<file path="src/rtl/serial_adder.sv">
// Multi-cycle adder: STEP bits per clock through a registered carry chain,
// with a busy/done handshake and a result held until the next request.
//
// state | meaning
// IDLE  | waiting for start; result registers hold the last result
// RUN   | adding STEP bits per edge, operands shifting right
// DONE  | one cycle, Sum/Cout/Ovf valid, done=1
module serial_adder #(
    parameter int WIDTH = 8,
    parameter int STEP  = 1
) (
    input  logic             clk,
    input  logic             rst_n,
    input  logic             start,
    input  logic [WIDTH-1:0] A,
    input  logic [WIDTH-1:0] B,
    input  logic             Ci,
    output logic             busy,
    output logic             done,
    output logic [WIDTH-1:0] Sum,
    output logic             Cout,
    output logic             Ovf
);

    localparam int NSTEP = WIDTH / STEP;
    localparam int CW    = $clog2(NSTEP + 1);

    generate
        if (WIDTH < 2 || STEP < 1 || (WIDTH % STEP) != 0) begin : g_bad_cfg
            $error("serial_adder: WIDTH must be >= 2 and a multiple of STEP");
        end
    endgenerate

    typedef enum logic [1:0] {IDLE, RUN, DONE} state_t;

    state_t                 state_q, state_nxt;
    logic [WIDTH-1:0]       a_q, b_q;
    logic                   carry_q;
    logic [CW-1:0]          cnt_q;
    logic                   capture;
    logic                   last_step;
    logic [STEP:0]          step_add;
    logic                   msb_cin;
    logic [WIDTH+STEP-1:0]  sum_cat;

    assign last_step = (cnt_q == CW'(NSTEP - 1));
    assign step_add  = {1'b0, a_q[STEP-1:0]} + {1'b0, b_q[STEP-1:0]}
                     + {{STEP{1'b0}}, carry_q};
    // Carry into the slice's top bit, recovered from its sum bit.
    assign msb_cin   = step_add[STEP-1] ^ a_q[STEP-1] ^ b_q[STEP-1];
    assign sum_cat   = {step_add[STEP-1:0], Sum};

    always_ff @(posedge clk) begin
        if (!rst_n) state_q <= IDLE;
        else        state_q <= state_nxt;
    end

    always_comb begin
        state_nxt = state_q;
        busy      = 1'b0;
        done      = 1'b0;
        capture   = 1'b0;
        case (state_q)
            IDLE: begin
                if (start) begin
                    capture   = 1'b1;
                    state_nxt = RUN;
                end
            end
            RUN: begin
                busy = 1'b1;
                if (last_step) state_nxt = DONE;
            end
            DONE: begin
                done = 1'b1;
                if (start) begin
                    capture   = 1'b1;
                    state_nxt = RUN;
                end else begin
                    state_nxt = IDLE;
                end
            end
            default: state_nxt = IDLE;
        endcase
    end

    always_ff @(posedge clk) begin
        if (!rst_n) begin
            a_q     <= '0;
            b_q     <= '0;
            carry_q <= 1'b0;
            cnt_q   <= '0;
            Sum     <= '0;
            Cout    <= 1'b0;
            Ovf     <= 1'b0;
        end else if (capture) begin
            a_q     <= A;
            b_q     <= B;
            carry_q <= Ci;
            cnt_q   <= '0;
        end else if (busy) begin
            a_q     <= a_q >> STEP;
            b_q     <= b_q >> STEP;
            Sum     <= sum_cat[WIDTH+STEP-1:STEP];
            carry_q <= step_add[STEP];
            cnt_q   <= cnt_q + CW'(1);
            if (last_step) begin
                Cout <= step_add[STEP];
                Ovf  <= msb_cin ^ step_add[STEP];
            end
        end
    end

endmodule

</file>
<file path="config.mk">
export PLATFORM = sky130hd
export DESIGN_NAME = serial_adder
export DESIGN_NICKNAME = d
export VERILOG_FILES = /design/src/rtl/serial_adder.sv
export SDC_FILE = /design/constraint.sdc
export NUM_CORES = 1
export LEC_CHECK = 0
export ABC_AREA = 1
export BUFFER_PORTS_ARGS = -buffer_cell sky130_fd_sc_hd__buf_4
export CAP_MARGIN = 20
export CORE_MARGIN = 10
export CORE_UTILIZATION = 50
export DETAILED_ROUTE_END_ITERATION = 16
export PLACE_DENSITY = 0.75
export RECOVER_POWER = 25
export REMOVE_ABC_BUFFERS = 1
export SETUP_SLACK_MARGIN = 0.1
export SLEW_MARGIN = 20
export SYNTH_ARGS = -nofsm -noshare
export SYNTH_HDL_FRONTEND = slang
export SYNTH_SLANG_ARGS = --single-unit
</file>
<file path="constraint.sdc">
create_clock -name clk -period 2.3 [get_ports clk]
set_input_delay 0.345 -clock clk [delete_from_list [all_inputs] [get_ports clk]]
set_output_delay 0.345 -clock clk [all_outputs]
set_load 0.01 [all_outputs]
</file>
==> impl_metrics.csv, run 1 <==
group,metric,value,unit
floorplan,core_area,2758,um2
setup_path,worstSetupPathType,"reg2out",
power,p_per_area,684.2,nW/um2
setup_path,crit_path_top_delay_cell,"dfxtp_1",
power,comb_power_share,0.181,
synthesis,synth_simple_gate_area_share,0.3217,
global_routing,antenna_found_initial,0,
detailed_routing,drc,0,
synthesis,avgSynthCellArea,6.948,um2
synthesis,synth_top_family_by_area,"simple AND/OR/NAND/NOR gates",
global_routing,track_usage,0.1176,
synthesis,netlist_area,1431,um2
placement,place_hpwl,2248,um
timing,worst_pin_slew,0.8247,ns
detailed_routing,viasPerCell,4.948,
synthesis,synth_mux_area_frac,0,
power,power.internal,0.8238,mW
placement,port_buffers,31,
clock_tree,path_clk_slew,0.10,ns
power,p_sw,0.3379,mW
detailed_routing,drt_first_iter_violations,61,
power,seq_power_share,0.552,
detailed_routing,routedWlPerCell,11.39,um
power,clkPwrFrac,0.267,
synthesis,synth_cell_types,21,
floorplan,core.rowCount,19,
setup_path,r2r_end,"cnt_q[3]",
floorplan,die_area,5403,um2
synthesis,synth_area_leaders,"dfxtp_1 46%, nor2_1 13%, nand2_1 12%",
flow_run,drv_cap,0,
setup_path,crit_required,1.96,ns
timing,finalCritPeriodShare,0.7308,
worst_hold_path,hp-start,"A[7]",
detailed_routing,postRouteAntennaNets,0,
timing,finalHoldViolCount,0,
power,p_sw_frac,0.2908,
finish,diodes,0,
setup_path,slowest_delay,0.41,ns
setup_path,startpoint_type,"flip-flop",
detailed_routing,wirelength,3076,um
worst_hold_path,min_path_cells,3,
setup_path,critPathCaptureType,"primary output",
clock_tree,clock-sinks,33,
synthesis,ys_seq_area_frac,0.4615,
timing,fin_worst_skew,0.003780,ns
timing,rsz0062_at_grt,"false",
power,ir_drop,0.0004255,V
floorplan,num_io_pins,32,
power,power.leakage,0.8079,nW
setup_path,worst-path-max-fanout,16,
global_routing,grt_max_degree,24,
synthesis,yosys_warnings,0,
finish,mostFrequentLayoutCell,"nor2_1",
synthesis,synth_top_area_frac,0.4615,
finish,drive_gt1_frac,0.1590,
finish,nets,260,
floorplan,initial_core_util,0.5191,
finish,post-route-util,0.6157,
timing,final_max_slew_viol_count,0,
detailed_routing,dr.pass1.iters,4,
clock_tree,hold_buffers,0,
finish,syn_to_final_growth,18.62,%
clock_tree,clkLatencyLatePin,0.33,ns
setup_path,crit_chain,"inv_2, nor2_4, buf_4",
detailed_routing,vias,1336,
worst_hold_path,worstHoldEndpoint,"a_q[7]",
clock_tree,cts_buffers,5,
synthesis,ys_ff_latch,33,
timing,slew_headroom,0.4502,
clock_tree,cts-root-buf,"clkbuf_4",
timing,fmax,595.0,MHz
global_routing,grt_overflow_total,0,
clock_tree,cts_tree,"built",
finish,layout_common_cells,"50 x nor2_1, 45 x nand2_1, 33 x dfxtp_1",
clock_tree,cts_max_path_buffers,2,
setup_path,r2r_start,"state_q[1]",
placement,gp_congestion,0.7711,
worst_hold_path,hold_path.class,"in2reg",
timing,setup_viol,0,
floorplan,die_h,73.51,um
synthesis,synth_xor_area_frac,0.006119,
clock_tree,htree_levels,2,
setup_path,arrival,1.34,ns
global_routing,grt_pass1_vias,1183,
synthesis,synth_adder_area_share,0.02273,
setup_path,r2r_setup_slack,0.67,ns
floorplan,die_w,73.51,um
synthesis,synth-compound-area-share,0.1031,
setup_path,r2r_cells,7,
clock_tree,cts_resized,0,
clock_tree,cts_setup_buffers,0,
synthesis,synth_cells,206,
timing,min_period,1.681,ns
synthesis,yosys.area.top_type,"dfxtp_1",
timing,tns,0,ns
global_routing,grt_first_pass_wirelength,5099,um
outcome,outcome,"complete, no violations",
## how the worst max path moves through the flow
stage	cells after the start	startpoint	slack [ns]	end
after global placement	6	start	0.90	a_q[6]
after floorplan	6	state_q[1]	0.89	a_q[2]
after detailed placement	6	start	0.87	a_q[2]
after CTS	3	state_q[0]	0.60	busy
final	3	state_q[0]	0.62	busy
after global routing	7	state_q[1]	0.48	cnt_q[3]
## cells by family (layout without fill, tap and decap cells)
logic type,after synthesis,in the layout
buffers and inverters,27,60
XOR/XNOR,1,1
AND/OR/NAND/NOR,114,114
flip-flops,33,33
adder cells (fa/ha/maj),2,2
AO/OA/AOI/OAI,29,29
## synthesized netlist by cell type, drive strengths merged
| cell | instances |
|---|---|
| dfxtp | 33 |
| o21ai | 18 |
| clkinv | 1 |
| nor2 | 51 |
| a211oi | 1 |
| fa | 1 |
| a21oi | 10 |
| inv | 19 |
| nand3 | 8 |
| nor3 | 8 |
| ha | 1 |
| buf | 5 |
| clkbuf | 2 |
| nand2 | 47 |
| xor2 | 1 |
## layer usage
metal / track usage / up-vias / wire, um
met2: 0.1780 / 40 / 1276
met1: 0.1278 / 583 / 1446
met5: 0 / - / 0
met3: 0.06864 / 7 / 300
li1: - / 706 / -
met4: 0.05797 / 0 / 53
## critical path, delay by kind of cell (launching register included)
kind	cells	cell delay, ns
simple gates	1	0.31
buf+inv	2	0.28
flops	1	0.41
## area by class of cell
class | instances | area (um2)
flip-flops and latches | 33 | 660.6
multi-input cells | 146 | 649.4
fillers | 278 | 1060
repair buffers | 32 | 225.2
inverters | 20 | 75.07
clock buffers | 8 | 48.80
well taps | 31 | 38.79
## power groups by stage
stage	logic, mW	clock network [mW]	registers [mW]
final	0.210	0.311	0.641
after global routing	0.242	0.341	0.647
after CTS	0.216	0.318	0.642
after detailed placement	0.216	0	0.655
after global placement	0.211	0	0.653
after floorplan	0.129	0	0.654
## stage by stage
stage	hold WS, ns	cells	worst slack (ns)	power [mW]	instance area (um2)
after floorplan	0.4449	199	0.8897	0.7831	1385
after global routing	0.2411	270	0.4830	1.229	1698
final	0.2240	270	0.6192	1.162	1698
after CTS	0.2211	270	0.6050	1.175	1713
after detailed placement	0.4558	262	0.8686	0.8707	1664
after global placement	0.4544	262	0.8993	0.8644	1664
## sequential cells by signal (all words and copies together), names as in the netlist
name and flops:
Sum 8, a_q 8, b_q 8, cnt_q 4, state_q 2, Cout 1, Ovf 1, carry_q 1
Power figures use the tool's default switching activity.
==> inputs of run 2 (changes only) <==
==> constraint.sdc (replaced) <==
create_clock -name clk -period 1.7 [get_ports clk]
set_input_delay 0.255 -clock clk [delete_from_list [all_inputs] [get_ports clk]]
set_output_delay 0.255 -clock clk [all_outputs]
set_load 0.01 [all_outputs]
==> run 2 against run 1 <==
  * Utilization grew 0.54 points
  * Hold slack lost 0.087 ns
  * Sequential cell count is the same
  * Global-route usage grew 0.95 points
  * Power grew 43%
  * Final cell count grew 0.74%
  * Clock skew is essentially flat
  * Setup slack lost 0.41 ns
  * Register-to-register slack lost 0.36 ns
  * Sequential share of layout area shrank 0.34 points
  * Routed wire length grew 2.3%
==> impl_metrics.csv, run 2 (synthesized netlist as in run 1, its figures left out) <==
group,metric,value,unit
floorplan,num_io_pins,32,
floorplan,core_area,2758,um2
global_routing,grt_overflow_total,0,
timing,tns,0,ns
detailed_routing,postRouteAntennaNets,0,
detailed_routing,dr.pass1.iters,5,
finish,syn_to_final_growth,19.67,%
power,ir_drop,0.0006391,V
detailed_routing,wirelength,3148,um
power,seq_power_share,0.522,
clock_tree,hold_buffers,0,
placement,dpl.cell_count,264,
finish,register_area,660.6,um2
placement,gp_congestion,0.7432,
finish,reg_top3,"Sum (8), a_q (8), b_q (8)",
floorplan,core.rowCount,19,
clock_tree,cts_max_path_buffers,2,
detailed_routing,viasPerCell,4.864,
timing,slew_headroom,0.6664,
power,comb_power_share,0.172,
setup_path,worstSetupPathType,"reg2out",
setup_path,r2r_setup_slack,0.31,ns
global_routing,grt_pass1_vias,1253,
timing,rsz0062_at_grt,"false",
clock_tree,cts_resized,0,
finish,mostFrequentLayoutCell,"nor2_1",
global_routing,track_usage,0.1270,
clock_tree,cts-root-buf,"clkbuf_4",
power,p_per_area,967.5,nW/um2
power,p_sw,0.4710,mW
power,power.internal,1.186,mW
floorplan,die_w,73.51,um
timing,final_max_slew_viol_count,0,
timing,finalHoldViolCount,0,
finish,layout.cells.non_filler,272,
power,power.leakage,0.8105,nW
finish,nets,262,
setup_path,startpoint_type,"flip-flop",
outcome,outcome,"complete, no violations",
global_routing,grt_max_degree,24,
detailed_routing,drt_first_iter_violations,113,
flow_run,drv_cap,0,
worst_hold_path,hold_path.class,"in2reg",
detailed_routing,vias,1323,
timing,fin_worst_skew,0.003824,ns
floorplan,die_area,5403,um2
clock_tree,clock-sinks,33,
setup_path,crit_required,1.44,ns
setup_path,critPathCaptureType,"primary output",
setup_path,worst-path-max-fanout,11,
setup_path,slowest_delay,0.40,ns
global_routing,grt_first_pass_wirelength,5561,um
finish,design_area,1713,um2
finish,diodes,0,
timing,timing.hold.ws,0.1368,ns
finish,post-route-util,0.6211,
finish,fill_cells,281,
floorplan,die_h,73.51,um
placement,port_buffers,31,
global_routing,antenna_found_initial,0,
finish,layout_common_cells,"50 x nor2_1, 45 x nand2_1, 33 x dfxtp_1",
power,p_sw_frac,0.2842,
timing,setup_viol,0,
clock_tree,cts_tree,"built",
detailed_routing,drc,0,
setup_path,crit_chain,"inv_2, nor2_4, buf_4",
placement,place_hpwl,2217,um
detailed_routing,routedWlPerCell,11.57,um
clock_tree,htree_levels,2,
timing,worst_pin_slew,0.4986,ns
power,clkPwrFrac,0.307,
timing,fmax,670.2,MHz
setup_path,arrival,1.24,ns
clock_tree,clkLatencyLatePin,0.34,ns
finish,drive_gt1_frac,0.1577,
timing,finalCritPeriodShare,0.8777,
placement,place_area,1679,um2
clock_tree,path_clk_slew,0.10,ns
timing,min_period,1.492,ns
clock_tree,cts_setup_buffers,0,
finish,multiInputGateArea,649.4,um2
clock_tree,cts_buffers,5,
setup_path,crit_path_top_delay_cell,"dfxtp_1",
floorplan,initial_core_util,0.5191,
## run 2: power groups by stage
stage	registers, mW	logic, mW	clock network (mW)
after floorplan	0.885	0.175	0
after global placement	0.882	0.293	0
after detailed placement	0.884	0.298	0
after CTS	0.866	0.300	0.520
after global routing	0.873	0.331	0.554
final	0.865	0.285	0.508
## run 2: final timing paths
path	startpoint	endpoint	cells after the start
min	B[7]	b_q[7]	3
max	state_q[0]	busy	3
max reg2reg	a_q[0]	Ovf	7
min reg2reg	b_q[6]	b_q[6]	2
## run 2: layout make-up
cell class	count	share of cell area
Timing Repair Buffer	34	0.1278
Inverter	20	0.04383
Clock inverter	1	0.002922
Clock buffer	7	0.03798
Sequential cell	33	0.3857
Tap cell	31	0.02264
Multi-Input combinational cell	146	0.3791
## run 2: per-stage QoR
stage / worst slack, ns / total power [mW]
after detailed placement: 0.3353 / 1.182
after global routing: 0.1153 / 1.759
after global placement: 0.3649 / 1.175
after floorplan: 0.2897 / 1.059
final: 0.2079 / 1.657
after CTS: 0.1958 / 1.686
## run 2: metal layers
metal	part of all wire	GRT usage
met4	0.016	0.04969
met5	0	0
met2	0.41	0.1837
met3	0.087	0.06326
met1	0.48	0.1566
## run 2: critical path: cells and delay by family (launching register included)
family / cells / cell delay (ns)
buffers and inverters: 2 / 0.26
DFF: 1 / 0.40
and+or+nand+nor: 1 / 0.24
==> inputs of run 3 (changes only) <==
--- a/config.mk
+++ b/config.mk
@@ -11,7 +11,7 @@
 export CORE_MARGIN = 10
 export CORE_UTILIZATION = 50
 export DETAILED_ROUTE_END_ITERATION = 16
-export PLACE_DENSITY = 0.75
+export PLACE_DENSITY = 0.86
 export RECOVER_POWER = 25
 export REMOVE_ABC_BUFFERS = 1
 export SETUP_SLACK_MARGIN = 0.1
==> run 3 against run 2 <==
  * Die area stayed put
  * Critical path depth stayed put
  * Highest routed layer unchanged
  * Final area stayed put
  * Non-clock buffer count stayed put
==> impl_metrics.csv, run 3 (synthesized netlist as in run 1, its figures left out) <==
group,metric,value,unit
detailed_routing,vias,1321,
placement,port_buffers,31,
clock_tree,clkLatencyLatePin,0.33,ns
clock_tree,cts_max_path_buffers,2,
placement,gp_congestion,0.7575,
floorplan,core_area,2758,um2
finish,drive_gt1_frac,0.1577,
clock_tree,cts_tree,"built",
finish,fill_cells,285,
clock_tree,htree_levels,2,
placement,place_area,1679,um2
power,p_per_area,962.0,nW/um2
global_routing,grt_max_degree,24,
setup_path,crit_required,1.44,ns
global_routing,grt_first_pass_wirelength,5209,um
power,power.leakage,0.8105,nW
setup_path,crit_chain,"inv_2, nor2_4, buf_4",
clock_tree,cts_resized,0,
timing,slew_headroom,0.6632,
finish,diodes,0,
clock_tree,hold_buffers,0,
finish,multiInputGateArea,649.4,um2
floorplan,num_io_pins,32,
setup_path,worst-path-max-fanout,10,
clock_tree,cts_buffers,5,
finish,register_area,660.6,um2
clock_tree,clock-sinks,33,
floorplan,initial_core_util,0.5191,
worst_hold_path,hold_path.class,"in2reg",
floorplan,core.rowCount,19,
finish,design_area,1713,um2
setup_path,startpoint_type,"flip-flop",
finish,post-route-util,0.6211,
detailed_routing,drc,0,
global_routing,antenna_found_initial,0,
timing,fin_worst_skew,0.007050,ns
setup_path,crit_start,"state_q[0]",
setup_path,r2r_start,"a_q[0]",
outcome,outcome,"complete, no violations",
clock_tree,path_clk_slew,0.10,ns
global_routing,grt_pass1_vias,1217,
finish,layout_common_cells,"50 x nor2_1, 45 x nand2_1, 33 x dfxtp_1",
detailed_routing,dr.pass1.iters,4,
floorplan,die_area,5403,um2
setup_path,slowest_delay,0.39,ns
global_routing,grt_overflow_total,0,
setup_path,arrival,1.21,ns
finish,mostFrequentLayoutCell,"nor2_1",
power,finalPower,1.648,mW
timing,tns,0,ns
floorplan,die_w,73.51,um
setup_path,worstSetupPathType,"reg2out",
timing,rsz0062_at_grt,"false",
timing,final_max_slew_viol_count,0,
detailed_routing,drt_first_iter_violations,64,
finish,nets,262,
setup_path,critPathCaptureType,"primary output",
placement,place_hpwl,2248,um
floorplan,die_h,73.51,um
detailed_routing,viasPerCell,4.857,
timing,min_period,1.461,ns
flow_run,drv_cap,0,
detailed_routing,postRouteAntennaNets,0,
timing,finalCritPeriodShare,0.8592,
timing,worst_pin_slew,0.5034,ns
worst_hold_path,hp-start,"B[7]",
timing,finalHoldViolCount,0,
timing,fmax,684.6,MHz
timing,setup_viol,0,
setup_path,crit_path_top_delay_cell,"dfxtp_1",
finish,syn_to_final_growth,19.67,%
finish,reg_top3,"Sum (8), a_q (8), b_q (8)",
detailed_routing,routedWlPerCell,11.47,um
detailed_routing,wirelength,3120,um
global_routing,track_usage,0.1208,
clock_tree,cts-root-buf,"clkbuf_4",
clock_tree,cts_setup_buffers,0,
power,ir_drop,0.0007864,V
[run 3: cell counts in the layout (fill, tap and decap cells not counted)]
Identical to the previous run, type by type.
[run 3: cell type report]
class / instances / area share
Clock buffer: 7 / 0.03798
Clock inverter: 1 / 0.002922
Multi-Input combinational cell: 146 / 0.3791
Sequential cell: 33 / 0.3857
Inverter: 20 / 0.04383
Tap cell: 31 / 0.02264
Timing Repair Buffer: 34 / 0.1278
[run 3: final timing paths]
path	end	slack, ns	depth (start not counted)
max reg2reg	Ovf	0.32	7
min reg2reg	a_q[2]	0.47	2
max	busy	0.24	3
min	b_q[7]	0.14	3
[run 3: worst max-delay path, delay by kind of cell (launching register included)]
kind / cells / cell delay, ns
flops: 1 / 0.39
simple gates: 1 / 0.23
buf+inv: 2 / 0.25
[run 3: power by group]
group	switching (mW)	total (mW)	internal (mW)
registers	0.0363	0.866	0.830
clock network	0.259	0.499	0.240
logic	0.166	0.283	0.117
total	0.462	1.65	1.19
[run 3: layer usage]
layer  share of wire  track usage  up-vias
li1                -            -      716
met1            0.46       0.1400      554
met2            0.43       0.1771       45
met3           0.093      0.06595        6
met4           0.013      0.05590        0
met5               0            0        -
[run 3: through the flow]
stage               hold slack [ns]  std cells  worst slack [ns]
floorplan                    0.3777        199            0.2897
global placement             0.4533        264            0.3702
detailed placement           0.4602        264            0.3346
CTS                          0.1280        272            0.2236
global route                 0.1357        272            0.1596
finish                       0.1390        272            0.2394
